`src/rtl/pll_phase_ctrl.sv`:
```
// pll_phase_ctrl: PLL reset/lock sequencer with paced dynamic phase-step requests.
// Define PLL_PHASE_CTRL_POS_EN to add phase_pos, a saturating net step position per clock index.
module pll_phase_ctrl #(
    parameter int RST_CYCLES   = 16,
    parameter int LOCK_FILTER  = 1024,
    parameter int LOCK_TIMEOUT = 65535,
    parameter int STEP_GAP     = 8,
    parameter int STEP_W       = 8
) (
    input  logic              clk,
    input  logic              rst,
    input  logic              pll_lock,
    output logic              pll_rst,
    output logic [2:0]        phase_sel,
    output logic              phase_dir,
    output logic              phase_step_n,
    input  logic              req_valid,
    output logic              req_ready,
    input  logic [2:0]        req_sel,
    input  logic              req_dir,
    input  logic [STEP_W-1:0] req_steps,
    output logic              locked,
    output logic              busy,
    output logic              done,
    output logic              lock_lost
`ifdef PLL_PHASE_CTRL_POS_EN
    ,
    output logic [79:0]       phase_pos
`endif
);
    typedef enum logic [2:0] {PRST, WAIT_LOCK, IDLE, STEP, GAP, DONE} state_t;
    localparam int RW = $clog2(RST_CYCLES + 1);
    localparam int FW = $clog2(LOCK_FILTER + 1);
    localparam int TW = $clog2(LOCK_TIMEOUT + 1);
    localparam int GW = $clog2(STEP_GAP + 1);
    state_t state_q, state_d;
    logic [RW-1:0] rst_cnt_q, rst_cnt_d;
    logic [FW-1:0] filt_q, filt_d;
    logic [TW-1:0] tmo_q, tmo_d;
    logic [GW-1:0] gap_q, gap_d;
    logic [STEP_W-1:0] steps_q, steps_d;
    logic [2:0] sel_q, sel_d;
    logic dir_q, dir_d;
    logic lock_meta_q, lock_s_q;
    logic lost;

    assign phase_sel = sel_q;
    assign phase_dir = dir_q;

    always_comb begin
        state_d   = state_q;
        rst_cnt_d = '0;
        filt_d    = '0;
        tmo_d     = '0;
        gap_d     = '0;
        steps_d   = steps_q;
        sel_d     = sel_q;
        dir_d     = dir_q;
        lost      = 1'b0;
        case (state_q)
            PRST: begin
                rst_cnt_d = rst_cnt_q + 1'b1;
                if (rst_cnt_q == RW'(RST_CYCLES - 1)) state_d = WAIT_LOCK;
            end
            WAIT_LOCK: begin
                filt_d = lock_s_q ? filt_q + 1'b1 : '0;
                tmo_d  = tmo_q + 1'b1;
                if (lock_s_q && filt_q == FW'(LOCK_FILTER - 1)) state_d = IDLE;
                else if (tmo_q == TW'(LOCK_TIMEOUT - 1)) state_d = PRST;
            end
            IDLE: begin
                if (req_valid) begin
                    sel_d   = (req_sel > 3'd4) ? 3'd0 : req_sel;
                    dir_d   = req_dir;
                    steps_d = req_steps;
                    state_d = (req_steps == '0) ? DONE : STEP;
                end
            end
            STEP: begin
                steps_d = steps_q - 1'b1;
                state_d = GAP;
            end
            GAP: begin
                gap_d = gap_q + 1'b1;
                if (gap_q == GW'(STEP_GAP - 1)) state_d = (steps_q != '0) ? STEP : DONE;
            end
            default: state_d = IDLE;
        endcase
        // Losing lock after qualification overrides any request progress, including the done pulse.
        if (state_q inside {IDLE, STEP, GAP, DONE} && !lock_s_q) begin
            state_d = PRST;
            sel_d   = sel_q;
            dir_d   = dir_q;
            lost    = 1'b1;
        end
    end

    always_ff @(posedge clk) begin
        if (rst) begin
            state_q      <= PRST;
            rst_cnt_q    <= '0;
            filt_q       <= '0;
            tmo_q        <= '0;
            gap_q        <= '0;
            steps_q      <= '0;
            sel_q        <= '0;
            dir_q        <= 1'b0;
            lock_meta_q  <= 1'b0;
            lock_s_q     <= 1'b0;
            pll_rst      <= 1'b1;
            phase_step_n <= 1'b1;
            req_ready    <= 1'b0;
            locked       <= 1'b0;
            busy         <= 1'b1;
            done         <= 1'b0;
            lock_lost    <= 1'b0;
        end else begin
            state_q      <= state_d;
            rst_cnt_q    <= rst_cnt_d;
            filt_q       <= filt_d;
            tmo_q        <= tmo_d;
            gap_q        <= gap_d;
            steps_q      <= steps_d;
            sel_q        <= sel_d;
            dir_q        <= dir_d;
            lock_meta_q  <= pll_lock;
            lock_s_q     <= lock_meta_q;
            pll_rst      <= state_d == PRST;
            phase_step_n <= state_d != STEP;
            req_ready    <= state_d == IDLE;
            locked       <= state_d inside {IDLE, STEP, GAP, DONE};
            busy         <= state_d != IDLE;
            done         <= state_d == DONE;
            lock_lost    <= lost;
        end
    end

`ifdef PLL_PHASE_CTRL_POS_EN
    logic [4:0][15:0] pos_q;
    logic [15:0] cur;
    assign cur       = pos_q[sel_q];
    assign phase_pos = pos_q;
    always_ff @(posedge clk) begin
        if (rst || state_d == PRST) pos_q <= '0;
        else if (state_q == STEP)
            pos_q[sel_q] <= dir_q ? ((cur == 16'h7fff) ? cur : cur + 16'd1)
                                  : ((cur == 16'h8000) ? cur : cur - 16'd1);
    end
`endif
endmodule

```
`config.mk`:
```
export PLATFORM = sky130hd
export DESIGN_NAME = pll_phase_ctrl
export DESIGN_NICKNAME = d
export VERILOG_FILES = /design/src/rtl/pll_phase_ctrl.sv
export SDC_FILE = /design/constraint.sdc
export NUM_CORES = 1
export LEC_CHECK = 0
export BUFFER_PORTS_ARGS = -buffer_cell sky130_fd_sc_hd__buf_2
export CAP_MARGIN = 20
export CORE_UTILIZATION = 60
export DETAILED_ROUTE_END_ITERATION = 7
export GPL_TIMING_DRIVEN = 1
export PLACE_DENSITY = 0.89
export SYNTH_ARGS = -nofsm -noshare
export SYNTH_HDL_FRONTEND = slang
export SYNTH_SLANG_ARGS = --single-unit
```
`constraint.sdc`:
```
create_clock -name clk -period 3.45 [get_ports clk]
set_input_delay 0.69 -clock clk [delete_from_list [all_inputs] [get_ports clk]]
set_output_delay 0.69 -clock clk [all_outputs]
set_load 0.03 [all_outputs]
```
After elaboration in Yosys (flattened, before gate mapping)
Index checks and enable logic that the tools add are counted.
{ "word_totals": {"register_bits": 60, "output_inout_bits": 11, "word_cells": 73} }
{ "op_classes": {"n_addsub": 5, "magnitude_cmp": 1, "eq_ne": 16, "n_mux": 13, "bitwise": 5, "n_reduce_logical": 16} }
{ "ops": {"columns": ["op", "count"], "rows": [
  ["$mux W3", 9],
  ["$add A16 B1 Y16 const B", 1],
  ["$eq A16 B16 Y1 const B", 1],
  ["$pmux W8 S2", 1],
  ["$pmux W3 S5", 1],
  ["$eq A3 B2 Y1 const B", 4],
  ["$eq A3 B3 Y1 const B", 4],
  ["$add A11 B1 Y11 const B", 1],
  ["$eq A11 B10 Y1 const B", 1],
  ["$logic_not A8 Y1", 1],
  ["$mux W8", 1],
  ["$reduce_bool A4 Y1", 2],
  ["$reduce_bool A8 Y1", 1],
  ["$sub A8 B1 Y8 const B", 1],
  ["$logic_not A3 Y1", 2],
  ["$ne A3 B2 Y1 const B", 2],
  ["$reduce_or A2 Y1", 3],
  ["$add A5 B1 Y5 const B", 1],
  ["$eq A5 B4 Y1 const B", 1],
  ["$not A1 Y1", 5],
  ["$add A4 B1 Y4 const B", 1],
  ["$eq A4 B3 Y1 const B", 1],
  ["$eq A3 B1 Y1 const B", 1],
  ["$gt A3 B3 Y1 const B", 1],
  ["other kinds (8)", 9]
]} }

Logic depth before layout (Yosys ltp)
Gate-level depths: netlist of the first run.
{ "logic_depth": {"depth_word": 7, "depth_mapped": 8, "mapped_depth_nobuf": 8} }

Worst setup path before layout of the first run
No wires, ideal clock.
{ "synth_timing": {"path_kind": "input port to flip-flop", "start": "in rst", "end": "reg req_ready", "setup_ns": 0.059, "t_arrival_ns": 1.553, "t_required_ns": 3.391, "slack_ns": 1.838, "path_stages": 5, "path_buffers": 0, "cell_sequence": "nor3_1 > nand2_1 > o22a_1 > o21ai_2 > and2_1"} }
{ "synth_lines": {"columns": ["item", "line_no", "text"], "rows": [
  ["start: declaration", "11", "input logic rst,"],
  ["end signal: assignment", "112", "req_ready <= 1'b0;"],
  ["end signal: assignment", "130", "req_ready <= state_d == IDLE;"],
  ["end: declaration", "18", "output logic req_ready,"]
]} }

==> summary.txt, run 1 <==
ROUTE
----------------------------------------------------------------------------------------------------
Pre-Repair DR Iteration Count .........................................................            4
Number of vias per cell after detailed routing ........................................         5.65
Routed length per instance ............................................................      13.3 um
Remaining number of nets flagged by the antenna check after routing ...................            0
Routed via count ......................................................................         2164
Number of violations reported at the end of detailed-routing iteration 0 ..............          120
Post-route DRC violation count ........................................................            0
WL final ..............................................................................      5090 um

CRITICAL PATH
----------------------------------------------------------------------------------------------------
Setup crit start kind .................................................................   input port
Data arrival, critical path ...........................................................      2220 ps
Sort of element at the end of the critical path .......................................     register
Endpoint required time on the critical path ...........................................      3720 ps
Critical path fanouts, max ............................................................           20
Start-to-end type of the worst setup path ............................................. input port to register

POWER AND IR DROP
----------------------------------------------------------------------------------------------------
Switching part of the total ...........................................................        20.9%
Internal ..............................................................................    0.00108 W
Net Sw Power ..........................................................................   0.000286 W
Seq pwr share .........................................................................        51.2%
Power density over the cells ..........................................................   453 nW/um2
Peak VDD IR ...........................................................................     0.292 mV
Relative contribution of the clock network to total power .............................        46.5%
Leak pwr ..............................................................................      1.15 nW
Combinational fraction of design power ................................................         2.3%

LOGIC SYNTHESIS
----------------------------------------------------------------------------------------------------
Synth unique cells ....................................................................           55
Synth Register Bits ...................................................................           60
Flip-flop cell with the highest count after synthesis ................................. sky130_fd_sc_hd__dfxtp_1
Register area share after synthesis ...................................................        44.5%
Count of synthesis-stage warnings from yosys ..........................................            0
Number of instances in the synthesized netlist ........................................          298
Synth Cell Area .......................................................................     2700 um2
Total nets after synthesis ............................................................          322
Number of enable flip-flop cells after synthesis ......................................            0
Top-area cell type share of the netlist area ..........................................        44.5%
Library cell with the largest summed area after synthesis ............................. sky130_fd_sc_hd__dfxtp_1
Average footprint of a synthesized cell ...............................................     9.06 um2
Leading post-synthesis cells by cell area ............................................. sky130_fd_sc_hd__dfxtp_1, sky130_fd_sc_hd__nor2_1, sky130_fd_sc_hd__xor2_1
Async set or reset register ratio after synthesis .....................................           0%

TIMING
----------------------------------------------------------------------------------------------------
Setup clock skew after layout .........................................................      8.69 ps
Total negative setup slack ............................................................         0 ps
Top achievable clock speed ............................................................      513 MHz
Count of final max-slew check failures ................................................            0
Worst Hold Slack ......................................................................       439 ps
Final hold vios .......................................................................            0
Number of failing setup endpoints in the final timing report ..........................            0
RSZ-0062 raised after global routing ..................................................        false
Tmin final ............................................................................      1950 ps
Final critical-path share of the clock period .........................................        56.5%
Worst slew margin .....................................................................        61.5%
Worst-margin pin slew .................................................................       576 ps

CLOCK TREE
----------------------------------------------------------------------------------------------------
Max Root-Sink Buffers .................................................................            2
Number of levels the H-tree was split into ............................................            3
Clk sink count ........................................................................           60
Clock-pin slew reported for the worst setup and hold paths after clock tree synthesis .        70 ps
Clock latency at the later pin of the worst-skew pair .................................       330 ps
CTS tree ..............................................................................         done
Clock buffers created by TritonCTS ....................................................            9
Number of buffers inserted by post-CTS setup repair ...................................            0
Root Driver ........................................................................... sky130_fd_sc_hd__clkbuf_8
Resize count post-CTS .................................................................            0
Count of hold-fix buffers inserted at cts .............................................            0

FLOORPLAN
----------------------------------------------------------------------------------------------------
Number of placement rows ..............................................................           24
Placeable core region .................................................................     4350 um2
X dimension of the die ................................................................      69.1 um
Die extent in y .......................................................................      69.1 um
Die outline area ......................................................................     4770 um2
Ports .................................................................................           27
Starting Density ......................................................................        62.0%

CELLS AND AREA
----------------------------------------------------------------------------------------------------
Number of fill cells in the layout ....................................................          335
Most common cell after layout, fill and taps aside .................................... sky130_fd_sc_hd__dfxtp_1
Leading cell types in the layout, fill and taps excluded .............................. sky130_fd_sc_hd__dfxtp_1, sky130_fd_sc_hd__nor2_1, sky130_fd_sc_hd__buf_2, sky130_fd_sc_hd__nand2_1, sky130_fd_sc_hd__xor2_1
Number of antenna diodes ..............................................................            0
Area delta synth->final ...............................................................        11.9%
Sequential cell area ..................................................................     1200 um2
Ratio of cells with drive above 1 in the final layout .................................        17.5%
Post-layout net count .................................................................          350
Combined area of the multi-input logic cells ..........................................     1390 um2

PLACED DESIGN
----------------------------------------------------------------------------------------------------
Final estimated routing congestion in global placement ................................        0.831
Number of I/O port buffers ............................................................           26
Dpl hpwl ..............................................................................      3540 um

FLOW RUN
----------------------------------------------------------------------------------------------------
Number of max-cap violations ..........................................................            0

WORST HOLD PATH
----------------------------------------------------------------------------------------------------
Worst hold path type .................................................................. register to register

GLOBAL ROUTING
----------------------------------------------------------------------------------------------------
Antenna violations before repair ......................................................            0
Pin count of the biggest net entering global routing ..................................           21
Overall overflow remaining after global route .........................................            0
GRT Overall Usage .....................................................................        23.8%
Via count of the first global-routing pass ............................................         2080
First-pass GRT wire length ............................................................      9030 um

STATUS
----------------------------------------------------------------------------------------------------
Status ................................................................................    completed

[power groups by stage]
stage | clock network [W] | registers [W] | logic, W
after floorplan | 0 | 0.000714 | 0.0000192
after global placement | 0 | 0.000716 | 0.0000291
after detailed placement | 0 | 0.000716 | 0.0000312
after CTS | 0.000644 | 0.000701 | 0.0000316
after global routing | 0.000669 | 0.000701 | 0.0000349
final | 0.000635 | 0.000701 | 0.0000315
[state kept, by name, summed over array words and instances, names as in the netlist]
name,flops
steps_q,8
rst_cnt_q,5
tmo_q,16
phase_sel,3
lock_meta_q,1
state_q,3
req_ready,1
phase_dir,1
lock_lost,1
busy,1
done,1
locked,1
phase_step_n,1
gap_q,4
lock_s_q,1
pll_rst,1
filt_q,11
[logic make-up after synthesis]
kind of cell	after synthesis	share of synthesized area (%)
adders and majority gates	8	3.71
DFF	60	44.5
muxes	2	0.741
AOI/OAI and AO/OA	43	11.3
and+or+nand+nor	139	26.8
buffers and inverters	19	4.26
xor gates and xnor gates	27	8.75
[path summary, 6_finish.rpt]
check              startpoint          to  slack [ps]  cells after the start
setup / recovery          rst      locked        1500                      6
hold / removal    lock_meta_q    lock_s_q         440                      1
setup reg to reg   state_q[0]  steps_q[4]        1540                      5
hold reg to reg   lock_meta_q    lock_s_q         440                      1
[synth_stat cells, types with 3 or more instances]
cell type	instances
sky130_fd_sc_hd__dfxtp_1	60
sky130_fd_sc_hd__nor2_1	51
sky130_fd_sc_hd__nand2_1	18
sky130_fd_sc_hd__xor2_1	17
sky130_fd_sc_hd__nand3_1	15
sky130_fd_sc_hd__a21oi_1	14
sky130_fd_sc_hd__xnor2_1	10
sky130_fd_sc_hd__inv_1	9
sky130_fd_sc_hd__nor3_1	9
sky130_fd_sc_hd__ha_1	8
sky130_fd_sc_hd__nand4_1	8
sky130_fd_sc_hd__and3_1	7
sky130_fd_sc_hd__o21ai_0	6
sky130_fd_sc_hd__nand2b_1	4
sky130_fd_sc_hd__and2_1	3
sky130_fd_sc_hd__buf_2	3
sky130_fd_sc_hd__nor2b_1	3
sky130_fd_sc_hd__or3_1	3
[per-stage QoR]
stage | power, W | util, % | instance area, um2 | setup WS [ps] | cells
after floorplan | 0.000733 | - | 2700 | 1840 | 298
after CTS | 0.00138 | 69.4 | 3020 | 1510 | 383
after global placement | 0.000745 | 64.7 | 2820 | 1240 | 367
final | 0.00137 | 69.4 | 3020 | 1500 | 383
after detailed placement | 0.000748 | 64.7 | 2820 | 1170 | 367
after global routing | 0.00140 | 69.4 | 3020 | 1380 | 383
[per-layer routing]
| metal | wire length, um | global-route usage (%) | vias to the layer above | part of all wire (%) |
|---|---|---|---|---|
| met5 | 0 | 0 | - | 0 |
| met4 | 78 | 10.9 | 0 | 1.5 |
| met3 | 203 | 6.14 | 9 | 4.0 |
| met2 | 2550 | 39.9 | 48 | 50 |
| met1 | 2250 | 28.3 | 1013 | 44 |
| li1 | - | - | 1094 | - |
[worst max-delay path, cell delays in order]
cell and delay (ps):
sky130_fd_sc_hd__buf_2 210, sky130_fd_sc_hd__nor3_1 270, sky130_fd_sc_hd__nand2_1 410, sky130_fd_sc_hd__o22a_1 350
sky130_fd_sc_hd__o21ai_2 120, sky130_fd_sc_hd__nand2b_1 160
[area by class of cell]
class | instances | area share [%]
Inverter | 10 | 1.24
Timing Repair Buffer | 26 | 4.31
Tap cell | 52 | 2.15
Clock inverter | 4 | 1.57
Sequential cell | 60 | 39.8
Clock buffer | 12 | 5.13
Multi-Input combinational cell | 219 | 45.8
Power figures use the tool's default switching activity.
==> run 2: changes to the inputs <==
Settings changed: CORE_UTILIZATION 60 to 52, PLACE_DENSITY 0.89 to 0.82.
Clock period 3.45 ns to 1.61 ns, I/O delays scaled along.
==> summary.txt, run 2 (synthesis results as in run 1) <==
CELLS AND AREA
----------------------------------------------------------------------------------------------------
Number of fill cells in the layout ....................................................          363
Area delta synth->final ...............................................................        23.2%
Most common cell after layout, fill and taps aside .................................... sky130_fd_sc_hd__dfxtp_1
Post-layout net count .................................................................          376
Largest register FFs ..................................................................           16
Core Util, Final ......................................................................        68.6%
Leading cell types in the layout, fill and taps excluded .............................. sky130_fd_sc_hd__dfxtp_1, sky130_fd_sc_hd__nor2_1, sky130_fd_sc_hd__buf_2, sky130_fd_sc_hd__buf_4, sky130_fd_sc_hd__nand2_1
Top Registers ......................................................................... tmo_q x16, filt_q x11, steps_q x8
Ratio of cells with drive above 1 in the final layout .................................        27.2%
Register bank with the most flops .....................................................        tmo_q
Number of antenna diodes ..............................................................            0

FLOORPLAN
----------------------------------------------------------------------------------------------------
Die outline area ......................................................................     5490 um2
Placeable core region .................................................................     4850 um2
Die extent in y .......................................................................      74.1 um
Number of placement rows ..............................................................           25
Starting Density ......................................................................        55.7%
X dimension of the die ................................................................      74.1 um
Ports .................................................................................           27

ROUTE
----------------------------------------------------------------------------------------------------
Number of vias per cell after detailed routing ........................................         5.36
Number of violations reported at the end of detailed-routing iteration 0 ..............          140
Post-route DRC violation count ........................................................            0
Pre-Repair DR Iteration Count .........................................................            4
WL final ..............................................................................      6020 um
Routed via count ......................................................................         2274
Routed length per instance ............................................................      14.2 um
Remaining number of nets flagged by the antenna check after routing ...................            0

TIMING
----------------------------------------------------------------------------------------------------
RSZ-0062 raised after global routing ..................................................         true
Top achievable clock speed ............................................................      628 MHz
Worst slew margin .....................................................................        71.8%
Final critical-path share of the clock period .........................................        98.9%
Setup clock skew after layout .........................................................      10.7 ps
Worst-margin pin slew .................................................................       421 ps
Number of failing setup endpoints in the final timing report ..........................            0
Final hold vios .......................................................................            0
Worst Hold Slack ......................................................................       221 ps
Count of final max-slew check failures ................................................            0
Tmin final ............................................................................      1590 ps

CRITICAL PATH
----------------------------------------------------------------------------------------------------
Logic depth of the worst register-to-register path ....................................            6
Worst R2R Start .......................................................................    filt_q[0]
Data arrival, critical path ...........................................................      1880 ps
Peak per-stage delay on the critical path .............................................       380 ps
Setup crit start kind .................................................................     register
CP cell instances ..................................................................... ha_2 > nand3_2 > or3_4 > o22a_1 > o21ai_4 > and2_4
Worst r2r dst .........................................................................    req_ready
Start-to-end type of the worst setup path ............................................. register to register
WP depth ..............................................................................            6
Worst setup path startpoint ...........................................................    filt_q[0]
Critical path fanouts, max ............................................................            6
Cell class contributing the biggest share of worst-path delay ......................... simple AND/OR/NAND/NOR gates
Sort of element at the end of the critical path .......................................     register
Reg2reg setup slack ...................................................................        20 ps
Total buffers and inverters traversed by the critical path ............................            0
Endpoint required time on the critical path ...........................................      1900 ps
CP max stage cell ..................................................................... sky130_fd_sc_hd__or3_4

CLOCK TREE
----------------------------------------------------------------------------------------------------
CTS tree ..............................................................................         done
Root Driver ........................................................................... sky130_fd_sc_hd__clkbuf_8
Number of levels the H-tree was split into ............................................            3
Clk sink count ........................................................................           60
Clock buffers created by TritonCTS ....................................................            9
Max Root-Sink Buffers .................................................................            2
Clock-pin slew reported for the worst setup and hold paths after clock tree synthesis .        70 ps
Clock latency at the later pin of the worst-skew pair .................................       350 ps

PLACED DESIGN
----------------------------------------------------------------------------------------------------
Number of I/O port buffers ............................................................           26
Final estimated routing congestion in global placement ................................        0.921
Dpl hpwl ..............................................................................      3970 um

POWER AND IR DROP
----------------------------------------------------------------------------------------------------
Power Total ...........................................................................    0.00311 W
Power density over the cells ..........................................................   934 nW/um2
Leak pwr ..............................................................................      1.30 nW
Peak VDD IR ...........................................................................     0.660 mV

GLOBAL ROUTING
----------------------------------------------------------------------------------------------------
Via count of the first global-routing pass ............................................         2225
Pin count of the biggest net entering global routing ..................................           17
Overall overflow remaining after global route .........................................            0
Antenna violations before repair ......................................................            0
First-pass GRT wire length ............................................................      9620 um
GRT Overall Usage .....................................................................        23.6%

STATUS
----------------------------------------------------------------------------------------------------
Status ................................................................................    completed

FLOW RUN
----------------------------------------------------------------------------------------------------
Number of max-cap violations ..........................................................            0

WORST HOLD PATH
----------------------------------------------------------------------------------------------------
Worst hold stages .....................................................................            2
Worst hold path type .................................................................. input port to register
Hold Path End .........................................................................  lock_meta_q
Min-delay src .........................................................................     pll_lock

## run 2: cell count changes in the layout (fill, tap and decap cells not counted), sizes merged
| cell | previous run | this run |
|---|---|---|
| buf | 26 | 52 |
| clkinv | 2 | 3 |
| clkbuf | 12 | 9 |
| bufinv | 1 | 2 |
| inv | 10 | 11 |
## run 2: cell type report
cell class | count | area, um2 | share of cell area [%]
clock buffer | 9 | 124 | 3.72
tap | 67 | 83.8 | 2.52
timing repair buffer | 52 | 325 | 9.78
sequential | 60 | 1210 | 36.3
inverter | 10 | 37.5 | 1.13
multi-input combinational | 219 | 1450 | 43.6
clock inverter | 7 | 98.8 | 2.97
## run 2: report_power, final
group / internal, W / switching [W] / total (W)
Sequential: 0.00149 / 0.00000717 / 0.00150
Clock: 0.000878 / 0.000645 / 0.00152
Combinational: 0.0000403 / 0.0000437 / 0.0000840
Total: 0.00241 / 0.000696 / 0.00311
## run 2: routing by layer
layer	share of wire, %	vias up	track usage (%)
met1	42	1076	24.6
met4	1.7	0	12.8
li1	-	1134	-
met5	0	-	0
met3	4.2	11	7.32
met2	52	53	42.0
## run 2: worst register-to-register path: stages, from the launching register on
cell                      delay [ps]
sky130_fd_sc_hd__dfxtp_2         330
sky130_fd_sc_hd__ha_2            190
sky130_fd_sc_hd__nand3_2          80
sky130_fd_sc_hd__or3_4           380
sky130_fd_sc_hd__o22a_1          270
sky130_fd_sc_hd__o21ai_4         120
sky130_fd_sc_hd__and2_4          170
## run 2: through the flow
| stage | TNS, ps | std cells | cell area, um2 | worst slack [ps] |
|---|---|---|---|---|
| finish | 0 | 424 | 3330 | 17.2 |
| global route | -107 | 424 | 3330 | -39.3 |
| CTS | 0 | 423 | 3260 | 6.37 |
| detailed placement | -20.7 | 407 | 3030 | -20.7 |
| global placement | 0 | 407 | 3030 | 63.9 |
| floorplan | 0 | 298 | 2700 | 62.4 |
## run 2: what timing repair did
item / in CTS / in global routing
setup endpoints to repair: 2 / 8
resized for setup: 4 / 13
pin swaps: 2 / 7
hold buffers: 0 / 0
buffers inserted: 0 / 1
## run 2: how the worst max path moves through the flow
stage	endpoint	slack, ps
6_report	req_ready	20
5_1_grt	req_ready	-40
4_1_cts	pll_rst	6
3_5_place_dp	pll_rst	-20
3_3_place_gp	pll_rst	60
2_1_floorplan	req_ready	60
